**config.mk**
```make
export PLATFORM = sky130hd
export DESIGN_NAME = seg_scan
export DESIGN_NICKNAME = d
export VERILOG_FILES = /design/src/rtl/seg_scan.sv
export SDC_FILE = /design/constraint.sdc
export NUM_CORES = 1
export LEC_CHECK = 0
export ABC_AREA = 1
export ABC_CLOCK_PERIOD_IN_PS = 2200
export CAP_MARGIN = 20
export CORE_MARGIN = 4
export CORE_UTILIZATION = 54
export DETAILED_ROUTE_END_ITERATION = 12
export GPL_ROUTABILITY_DRIVEN = 0
export PLACE_DENSITY = 0.8
export SLEW_MARGIN = 0
export SYNTH_ARGS = -nofsm -noshare
export SYNTH_HDL_FRONTEND = slang
export SYNTH_SLANG_ARGS = --single-unit
```
**constraint.sdc**
```tcl
create_clock -name clk -period 2.2 [get_ports clk]
set_input_delay 0.44 -clock clk [delete_from_list [all_inputs] [get_ports clk]]
set_output_delay 0.44 -clock clk [all_outputs]
set_load 0.01 [all_outputs]
```
**src/rtl/seg_scan.sv**
```systemverilog
// Multiplexed seven-segment scanner: shadowed digit data, per-slot blanking
// interval, leading-zero suppression and registered segment/anode drive.
module seg_scan #(
  parameter int unsigned DIGITS        = 4,
  parameter int unsigned DIV           = 50000,
  parameter int unsigned BLANK_CYC     = 2,
  parameter int unsigned AN_ACTIVE_LOW = 1
) (
  input  logic                  clk,
  input  logic                  rst,
  input  logic                  load,
  input  logic [4*DIGITS-1:0]   value,
  input  logic [DIGITS-1:0]     dp,
  input  logic [DIGITS-1:0]     dig_en,
  input  logic                  bcd_mode,
  input  logic                  lz_blank,
  output logic [6:0]            seg,
  output logic                  seg_dp,
  output logic [DIGITS-1:0]     an,
  output logic [2:0]            slot_idx
);

  localparam int unsigned CW        = (DIV > 1) ? $clog2(DIV) : 1;
  localparam logic [CW-1:0] CNT_MAX  = CW'(DIV - 1);
  localparam logic [CW-1:0] CNT_SHOW = CW'(BLANK_CYC);
  localparam logic [2:0]  SLOT_MAX   = 3'(DIGITS - 1);
  localparam logic        AN_OFF     = (AN_ACTIVE_LOW != 0);
  localparam logic [6:0]  GLYPH_BLANK = 7'h7F;
  localparam logic [6:0]  GLYPH_DASH  = 7'h7E;

  typedef enum logic {BLANK, SHOW} state_t;

  state_t              state, state_nxt;
  logic [CW-1:0]       cnt, cnt_nxt;
  logic [2:0]          slot_nxt;

  logic [4*DIGITS-1:0] val_q;
  logic [DIGITS-1:0]   dp_q;
  logic [DIGITS-1:0]   en_q;
  logic                bcd_q;

  logic [DIGITS-1:0]   lz_mask;
  logic                upper_zero;
  logic [3:0]          sel_nib;
  logic                sel_dp;
  logic                sel_en;
  logic                sel_lz;
  logic [DIGITS-1:0]   sel_an;

  logic [6:0]          seg_nxt;
  logic                seg_dp_nxt;
  logic [DIGITS-1:0]   an_nxt;

  function automatic logic [6:0] hex_glyph(input logic [3:0] nib);
    logic [6:0] g;
    case (nib)
      4'h0: g = 7'h01;
      4'h1: g = 7'h4F;
      4'h2: g = 7'h12;
      4'h3: g = 7'h06;
      4'h4: g = 7'h4C;
      4'h5: g = 7'h24;
      4'h6: g = 7'h20;
      4'h7: g = 7'h0F;
      4'h8: g = 7'h00;
      4'h9: g = 7'h04;
      4'hA: g = 7'h08;
      4'hB: g = 7'h60;
      4'hC: g = 7'h31;
      4'hD: g = 7'h42;
      4'hE: g = 7'h30;
      default: g = 7'h38;
    endcase
    return g;
  endfunction

  // Scan state register: prescaler, phase and slot pointer
  always_ff @(posedge clk) begin
    if (rst) begin
      cnt      <= '0;
      state    <= BLANK;
      slot_idx <= '0;
    end else begin
      cnt      <= cnt_nxt;
      state    <= state_nxt;
      slot_idx <= slot_nxt;
    end
  end

  // Shadow copy of the display data; loads never touch the scan timing
  always_ff @(posedge clk) begin
    if (rst) begin
      val_q <= '0;
      dp_q  <= '0;
      en_q  <= '0;
      bcd_q <= 1'b0;
    end else if (load) begin
      val_q <= value;
      dp_q  <= dp;
      en_q  <= dig_en;
      bcd_q <= bcd_mode;
    end
  end

  // Digit i>0 is a leading zero when it and every higher nibble are zero
  always_comb begin
    lz_mask    = '0;
    upper_zero = 1'b1;
    for (int i = int'(DIGITS) - 1; i >= 0; i--) begin
      upper_zero = upper_zero & (val_q[4*i +: 4] == 4'h0);
      if (i > 0) lz_mask[i] = lz_blank & upper_zero;
    end
  end

  // Pick out the data belonging to the slot being scanned
  always_comb begin
    sel_nib = '0;
    sel_dp  = 1'b0;
    sel_en  = 1'b0;
    sel_lz  = 1'b0;
    sel_an  = {DIGITS{AN_OFF}};
    for (int i = 0; i < int'(DIGITS); i++) begin
      if (slot_idx == 3'(i)) begin
        sel_nib   = val_q[4*i +: 4];
        sel_dp    = dp_q[i];
        sel_en    = en_q[i];
        sel_lz    = lz_mask[i];
        sel_an[i] = ~AN_OFF;
      end
    end
  end

  // Next-state and next-output logic
  always_comb begin
    cnt_nxt    = cnt + CW'(1);
    state_nxt  = state;
    slot_nxt   = slot_idx;
    seg_nxt    = GLYPH_BLANK;
    seg_dp_nxt = 1'b1;
    an_nxt     = {DIGITS{AN_OFF}};

    if (cnt == CNT_MAX) begin
      cnt_nxt   = '0;
      state_nxt = BLANK;
      slot_nxt  = (slot_idx == SLOT_MAX) ? 3'd0 : slot_idx + 3'd1;
    end
    if (cnt_nxt == CNT_SHOW) state_nxt = SHOW;

    if (state == SHOW) begin
      an_nxt = sel_an;
      if (!sel_en || sel_lz)            seg_nxt = GLYPH_BLANK;
      else if (bcd_q && sel_nib > 4'd9) seg_nxt = GLYPH_DASH;
      else                              seg_nxt = hex_glyph(sel_nib);
      // A suppressed leading zero also hides its decimal point
      seg_dp_nxt = ~(sel_dp & ~sel_lz);
    end
  end

  // Registered pin drive, one cycle behind the scan state
  always_ff @(posedge clk) begin
    if (rst) begin
      seg    <= GLYPH_BLANK;
      seg_dp <= 1'b1;
      an     <= {DIGITS{AN_OFF}};
    end else begin
      seg    <= seg_nxt;
      seg_dp <= seg_dp_nxt;
      an     <= an_nxt;
    end
  end

endmodule

```
==> flow_metrics.py, run 1 <==
metrics = {
    "finish": {
        "final_layout_size_suffix_gt1_share_pct": 13.0,
        "fin_nets": 512,
        "fin_util_pct": 71.4,
        "layout_commonest_cell": "nand2_1",
        "final_cell_mix": "nand2_1 (127), dfxtp_1 (55), nor2_1 (47)",
        "fin_area_mm2": 0.00369,
        "areaGrowthSynthToFinish_pct": 26.2,
        "diodes": 0,
        "fin_cells": 547,
    },
    "pwr": {
        "power_density_mw_per_mm2": 611,
        "ir_drop_v": 0.000482,
        "total_power_mw": 2.26,
        "leakage_nw": 1.56,
    },
    "clock_tree": {
        "numCtsBuffers": 9,
        "ctsHoldBuffers": 0,
        "cts_tree": "yes",
        "clock_path_buffers": 2,
        "h-tree-depth": 3,
        "cts.sinks": 57,
        "cts-root-buf": "clkbuf_8",
        "clk_pin_slew_worst_paths_ps": 60,
        "clock_latency_ps": 340,
    },
    "sta": {
        "period_minus_slack_ps": 2020,
        "final_hold_viol_count": 0,
        "setup_slack_ps": 175,
        "finalSetupViolCount": 0,
        "hold_slack_ps": 468,
        "finalCritPeriodShare_pct": 92.0,
        "tightest_slew_ps": 393,
        "finalSetupTns_ps": 0,
        "max_freq_ghz": 0.494,
        "max_slew_margin_pct": 73.8,
        "finalClockSkew_ps": 3.55,
        "slew_violations": 0,
        "rsz0062_at_grt": "yes",
    },
    "grt": {
        "antenna_found_initial": 0,
        "grt_pass1_wl_um": 12200,
        "grt-ovfl-total": 0,
        "grt_max_degree": 31,
        "track_usage_pct": 24.0,
        "grt_pass1_vias": 2715,
    },
    "routing": {
        "first_iter_violations": 198,
        "drtPass1Iterations": 4,
        "vias": 2835,
        "post_drt_wl_per_cell_um": 13.0,
        "routed_wirelength_um": 7090,
        "drtAntennaViolNets": 0,
        "drc": 0,
        "viasPerCell": 5.18,
    },
    "critical_path": {
        "endpoint_kind": "flop",
        "crit_path_start_kind": "flop",
        "timing.rr.end": "seg[5]",
        "crit_fanout": 9,
        "r2r_start": "slot_idx[0]",
        "reg2reg_depth": 12,
        "arrival_ps": 2250,
        "reg2reg_slack_ps": 180,
        "worstPathRequired_ps": 2430,
        "crit_type": "flop to flop",
    },
    "run": {
        "drv_cap": 0,
    },
    "die": {
        "die_y_um": 81.6,
        "num_rows": 26,
        "fp.coreArea_mm2": 0.00517,
        "dieWidth_um": 81.6,
        "pin_count": 44,
        "dieArea_mm2": 0.00666,
        "start_util_pct": 56.6,
    },
    "synthesis": {
        "seq_area_frac_synth_pct": 39.0,
        "synth_flop_cell": "dfxtp_1",
        "syn-num-nets": 460,
        "synth_top_area_cell": "dfxtp_1",
        "syn_avg_cell_area_um2": 6.97,
        "ys_types": 35,
        "yosysTopAreaCellShare_pct": 39.0,
        "synth_area_mm2": 0.00293,
        "ys_seq_elements": 57,
        "async_flop_share_pct": 0,
        "synth_edf_count": 0,
        "synthTopCellsByArea": "dfxtp_1 (39%), nand2_1 (16%), nor2_1 (6.0%)",
        "postSynthCellCount": 420,
        "yosys_warnings": 0,
    },
    "outcome": {
        "status": "completed",
    },
    "hold_path": {
        "min_from": "val_q[0]",
        "hp-class": "flop to flop",
        "hold_depth": 2,
        "whs_endpoint": "val_q[0]",
    },
    "place": {
        "placed_cells": 530,
        "port_buffers": 43,
        "hpwlAfterDp_um": 5210,
        "place_ws_ps": 24.6,
        "place_area_mm2": 0.00346,
    },
}
synth_stat cells, types with 3 or more instances:
| cell | count |
|---|---|
| o21ai_1 | 4 |
| nor3_1 | 3 |
| clkbuf_1 | 8 |
| nor2_1 | 47 |
| dfxtp_1 | 57 |
| o21ai_0 | 4 |
| xnor2_1 | 3 |
| ha_1 | 11 |
| nand2_4 | 4 |
| inv_1 | 39 |
| a21oi_1 | 25 |
| nand3_1 | 31 |
| a211oi_1 | 8 |
| nand2_2 | 5 |
| nand4_1 | 9 |
| nand2_1 | 127 |
| nor2_2 | 6 |
| xor2_1 | 3 |
| inv_2 | 3 |
worst max-delay path by stage:
| stage | start | to | slack, ps | depth (start not counted) |
|---|---|---|---|---|
| after floorplan | slot_idx[1] | seg[0] | 80 | 15 |
| after global placement | slot_idx[0] | seg[4] | 160 | 12 |
| after detailed placement | slot_idx[0] | seg[4] | 20 | 12 |
| after CTS | slot_idx[0] | seg[0] | 6 | 13 |
| after global routing | slot_idx[1] | seg[3] | -20 | 16 |
| final | slot_idx[0] | seg[5] | 180 | 12 |
what timing repair did:
action	CTS	global route
endpoints found under the setup margin	0	7
resized for setup	0	11
buffers inserted	0	1
layer usage:
layer,up-vias,share of wire (%),GRT usage (%)
met4,0,2.6,12.3
met5,-,0,0
met1,1272,44,28.1
met2,89,47,41.1
li1,1455,-,-
met3,19,6.2,5.37
worst max-delay path, stage by stage (launching register included):
cell and delay [ps]:
dfxtp_2 340, inv_1 120, ha_1 210, nand2_4 100
inv_2 110, nand2_1 110, a31oi_4 240, ha_1 180
nand3_1 130, nand2_1 100, nor2_2 40, nor2_2 150
nand2_1 70
cells by family (layout without fill, tap and decap cells):
group	Yosys count	after routing	share of synthesized area (%)
simple gates	243	243	37.6
flops	57	57	39.0
buf+inv	55	112	7.44
compound gates	48	48	9.53
fa+ha+maj	11	11	4.70
xor+xnor	6	6	1.80
power by group:
part	internal [mW]	switching, mW
Clock	0.528	0.403
Combinational	0.110	0.125
Sequential	1.07	0.0246
area by class of cell:
class,instances,area [um2]
Sequential cell,57,1140
Timing Repair Buffer,53,505
Fill cell,408,1480
Multi-Input combinational cell,308,1600
Clock buffer,14,183
Tap cell,70,87.6
Inverter,43,164
Clock inverter,2,10.0
sequential cells by signal, indices dropped and copies added (netlist names):
register  cells
seg           7
bcd_q         1
val_q        16
seg_dp        1
dp_q          4
an            4
slot_idx      3
cnt          16
state         1
en_q          4
No activity file was read; power rests on OpenSTA's default activity.
==> inputs of run 2 (changes only) <==
--- a/config.mk
+++ b/config.mk
@@ -6,10 +6,11 @@
 export NUM_CORES = 1
 export LEC_CHECK = 0
 export ABC_AREA = 1
-export ABC_CLOCK_PERIOD_IN_PS = 2200
+export ABC_CLOCK_PERIOD_IN_PS = 2250
 export CAP_MARGIN = 20
-export CORE_MARGIN = 4
+export CORE_MARGIN = 5
 export CORE_UTILIZATION = 54
+export CTS_CLUSTER_SIZE = 40
 export DETAILED_ROUTE_END_ITERATION = 12
 export GPL_ROUTABILITY_DRIVEN = 0
 export PLACE_DENSITY = 0.8
==> constraint.sdc (replaced) <==
create_clock -name clk -period 2.25 [get_ports clk]
set_input_delay 0.45 -clock clk [delete_from_list [all_inputs] [get_ports clk]]
set_output_delay 0.45 -clock clk [all_outputs]
set_load 0.01 [all_outputs]
==> flow_metrics.py, run 2 (synthesis gave the netlist of run 1 again) <==
metrics = {
    "sta": {
        "final_hold_viol_count": 0,
        "period_minus_slack_ps": 2060,
        "hold_slack_ps": 463,
        "max_slew_margin_pct": 73.4,
        "finalSetupViolCount": 0,
        "finalCritPeriodShare_pct": 91.5,
        "tightest_slew_ps": 399,
        "max_freq_ghz": 0.486,
        "finalSetupTns_ps": 0,
        "slew_violations": 0,
        "setup_slack_ps": 191,
        "finalClockSkew_ps": 7.16,
    },
    "critical_path": {
        "crit_chain": "inv_1 -> ha_1 -> inv_2 -> nor2_4 -> nand2_1 -> nand2_1 -> nand2_1 -> nand2_1 -> o21ai_2 -> inv_1 -> ha_2 -> nand2_4 -> nand2_2 -> nor2_2 -> nor2_2 -> nand2_1",
        "cp_common_cell": "nand2_1",
        "crit_type": "flop to flop",
        "endpoint_kind": "flop",
        "crit_path_max_incr_delay_ps": 340,
        "worstPathRequired_ps": 2480,
        "slowest_stage": "dfxtp_2",
        "arrival_ps": 2290,
        "crit_fanout": 9,
        "path_delay_family": "simple AND/OR/NAND/NOR gates",
        "path_buf_inv": 3,
        "reg2reg_slack_ps": 190,
        "crit_path_start_kind": "flop",
    },
    "pwr": {
        "combPwrFrac_pct": 10.1,
        "power_density_mw_per_mm2": 614,
        "p_switching_mw": 0.543,
        "internal-power_mw": 1.72,
        "p_seq_share_pct": 47.3,
        "ir_drop_v": 0.000508,
        "p_clk_share_pct": 42.6,
        "swShare_pct": 24.0,
        "total_power_mw": 2.26,
        "leakage_nw": 1.55,
    },
    "routing": {
        "routed_wirelength_um": 7270,
        "drc": 0,
        "first_iter_violations": 190,
        "drtPass1Iterations": 4,
        "drtAntennaViolNets": 0,
        "vias": 2822,
        "post_drt_wl_per_cell_um": 13.4,
        "viasPerCell": 5.20,
    },
    "die": {
        "pin_count": 44,
        "fp.coreArea_mm2": 0.00517,
        "num_rows": 26,
        "die_y_um": 83.6,
        "dieArea_mm2": 0.00699,
        "dieWidth_um": 83.6,
        "start_util_pct": 56.6,
    },
    "finish": {
        "diodes": 0,
        "top_regs": "cnt: 16 flops, val_q: 16 flops, seg: 7 flops",
        "fillers": 438,
        "layout_commonest_cell": "nand2_1",
        "fin_area_mm2": 0.00368,
        "fin_nets": 509,
        "areaGrowthSynthToFinish_pct": 25.6,
        "final_cell_mix": "nand2_1 (127), dfxtp_1 (56), nor2_1 (47)",
        "final_layout_size_suffix_gt1_share_pct": 12.1,
        "multiInputGateArea_mm2": 0.00159,
        "seq_area_mm2": 0.00114,
    },
    "place": {
        "port_buffers": 43,
        "place_ws_ps": 9.79,
        "place_area_mm2": 0.00346,
        "hpwlAfterDp_um": 5250,
    },
    "clock_tree": {
        "clock_latency_ps": 340,
        "clock_path_buffers": 2,
        "cts_tree": "yes",
        "clk_pin_slew_worst_paths_ps": 70,
        "h-tree-depth": 3,
        "cts.sinks": 57,
        "cts-root-buf": "clkbuf_8",
        "ctsHoldBuffers": 0,
        "numCtsBuffers": 9,
        "postCtsSetupBuffers": 0,
        "cts_resized": 0,
    },
    "grt": {
        "grt_max_degree": 35,
        "grt_pass1_wl_um": 12400,
        "grt-ovfl-total": 0,
        "grt_pass1_vias": 2825,
        "antenna_found_initial": 0,
        "track_usage_pct": 21.6,
    },
    "hold_path": {
        "hp-class": "flop to flop",
    },
    "run": {
        "drv_cap": 0,
    },
    "outcome": {
        "status": "completed",
    },
}
==> run 2: cell types whose count changed in the layout (fill, tap and decap cells not counted), sizes merged <==
cell / previous run / this run
bufinv: 0 / 1
buf: 10 / 7
clkbuf: 14 / 12
==> run 2: path summary, 6_finish.rpt <==
kind         endpoint  depth (start not counted)   startpoint
min          val_q[0]                          2     val_q[0]
max reg2reg    seg[4]                         16  slot_idx[1]
min reg2reg  val_q[0]                          2     val_q[0]
max            seg[4]                         16  slot_idx[1]
==> run 2: metrics by stage <==
stage	cells	utilization, %
floorplan	420	-
global placement	528	66.8
detailed placement	528	66.8
CTS	543	70.6
global route	543	71.1
finish	543	71.1
==> run 2: power groups by stage <==
stage	combinational, mW	sequential [mW]	clock, mW
floorplan	0.130	1.08	0
global placement	0.220	1.09	0
detailed placement	0.224	1.09	0
CTS	0.226	1.07	0.975
global route	0.255	1.07	1.03
finish	0.229	1.07	0.961
==> run 2: worst register-to-register path, stage by stage, from the launching register on <==
cell,delay (ps)
dfxtp_2,340
inv_1,90
ha_1,170
inv_2,80
nor2_4,190
nand2_1,80
nand2_1,70
nand2_1,50
nand2_1,80
o21ai_2,90
inv_1,90
ha_2,220
nand2_4,70
nand2_2,70
nor2_2,40
nor2_2,160
nand2_1,70
==> run 2: layout make-up <==
| class | count | area share, % |
|---|---|---|
| Multi-Input combinational cell | 308 | 43.3 |
| Sequential cell | 57 | 31.1 |
| Timing Repair Buffer | 50 | 13.5 |
| Inverter | 43 | 4.46 |
| Clock buffer | 12 | 4.22 |
| Tap cell | 70 | 2.38 |
| Clock inverter | 3 | 1.09 |
==> run 2: metal layers <==
| layer | vias to the layer above | GRT usage, % | part of all wire [%] |
|---|---|---|---|
| met5 | - | 0 | 0 |
| met4 | 0 | 11.1 | 2.7 |
| met3 | 22 | 6.02 | 6.3 |
| met2 | 82 | 36.7 | 48 |
| met1 | 1272 | 24.6 | 42 |
| li1 | 1446 | - | - |
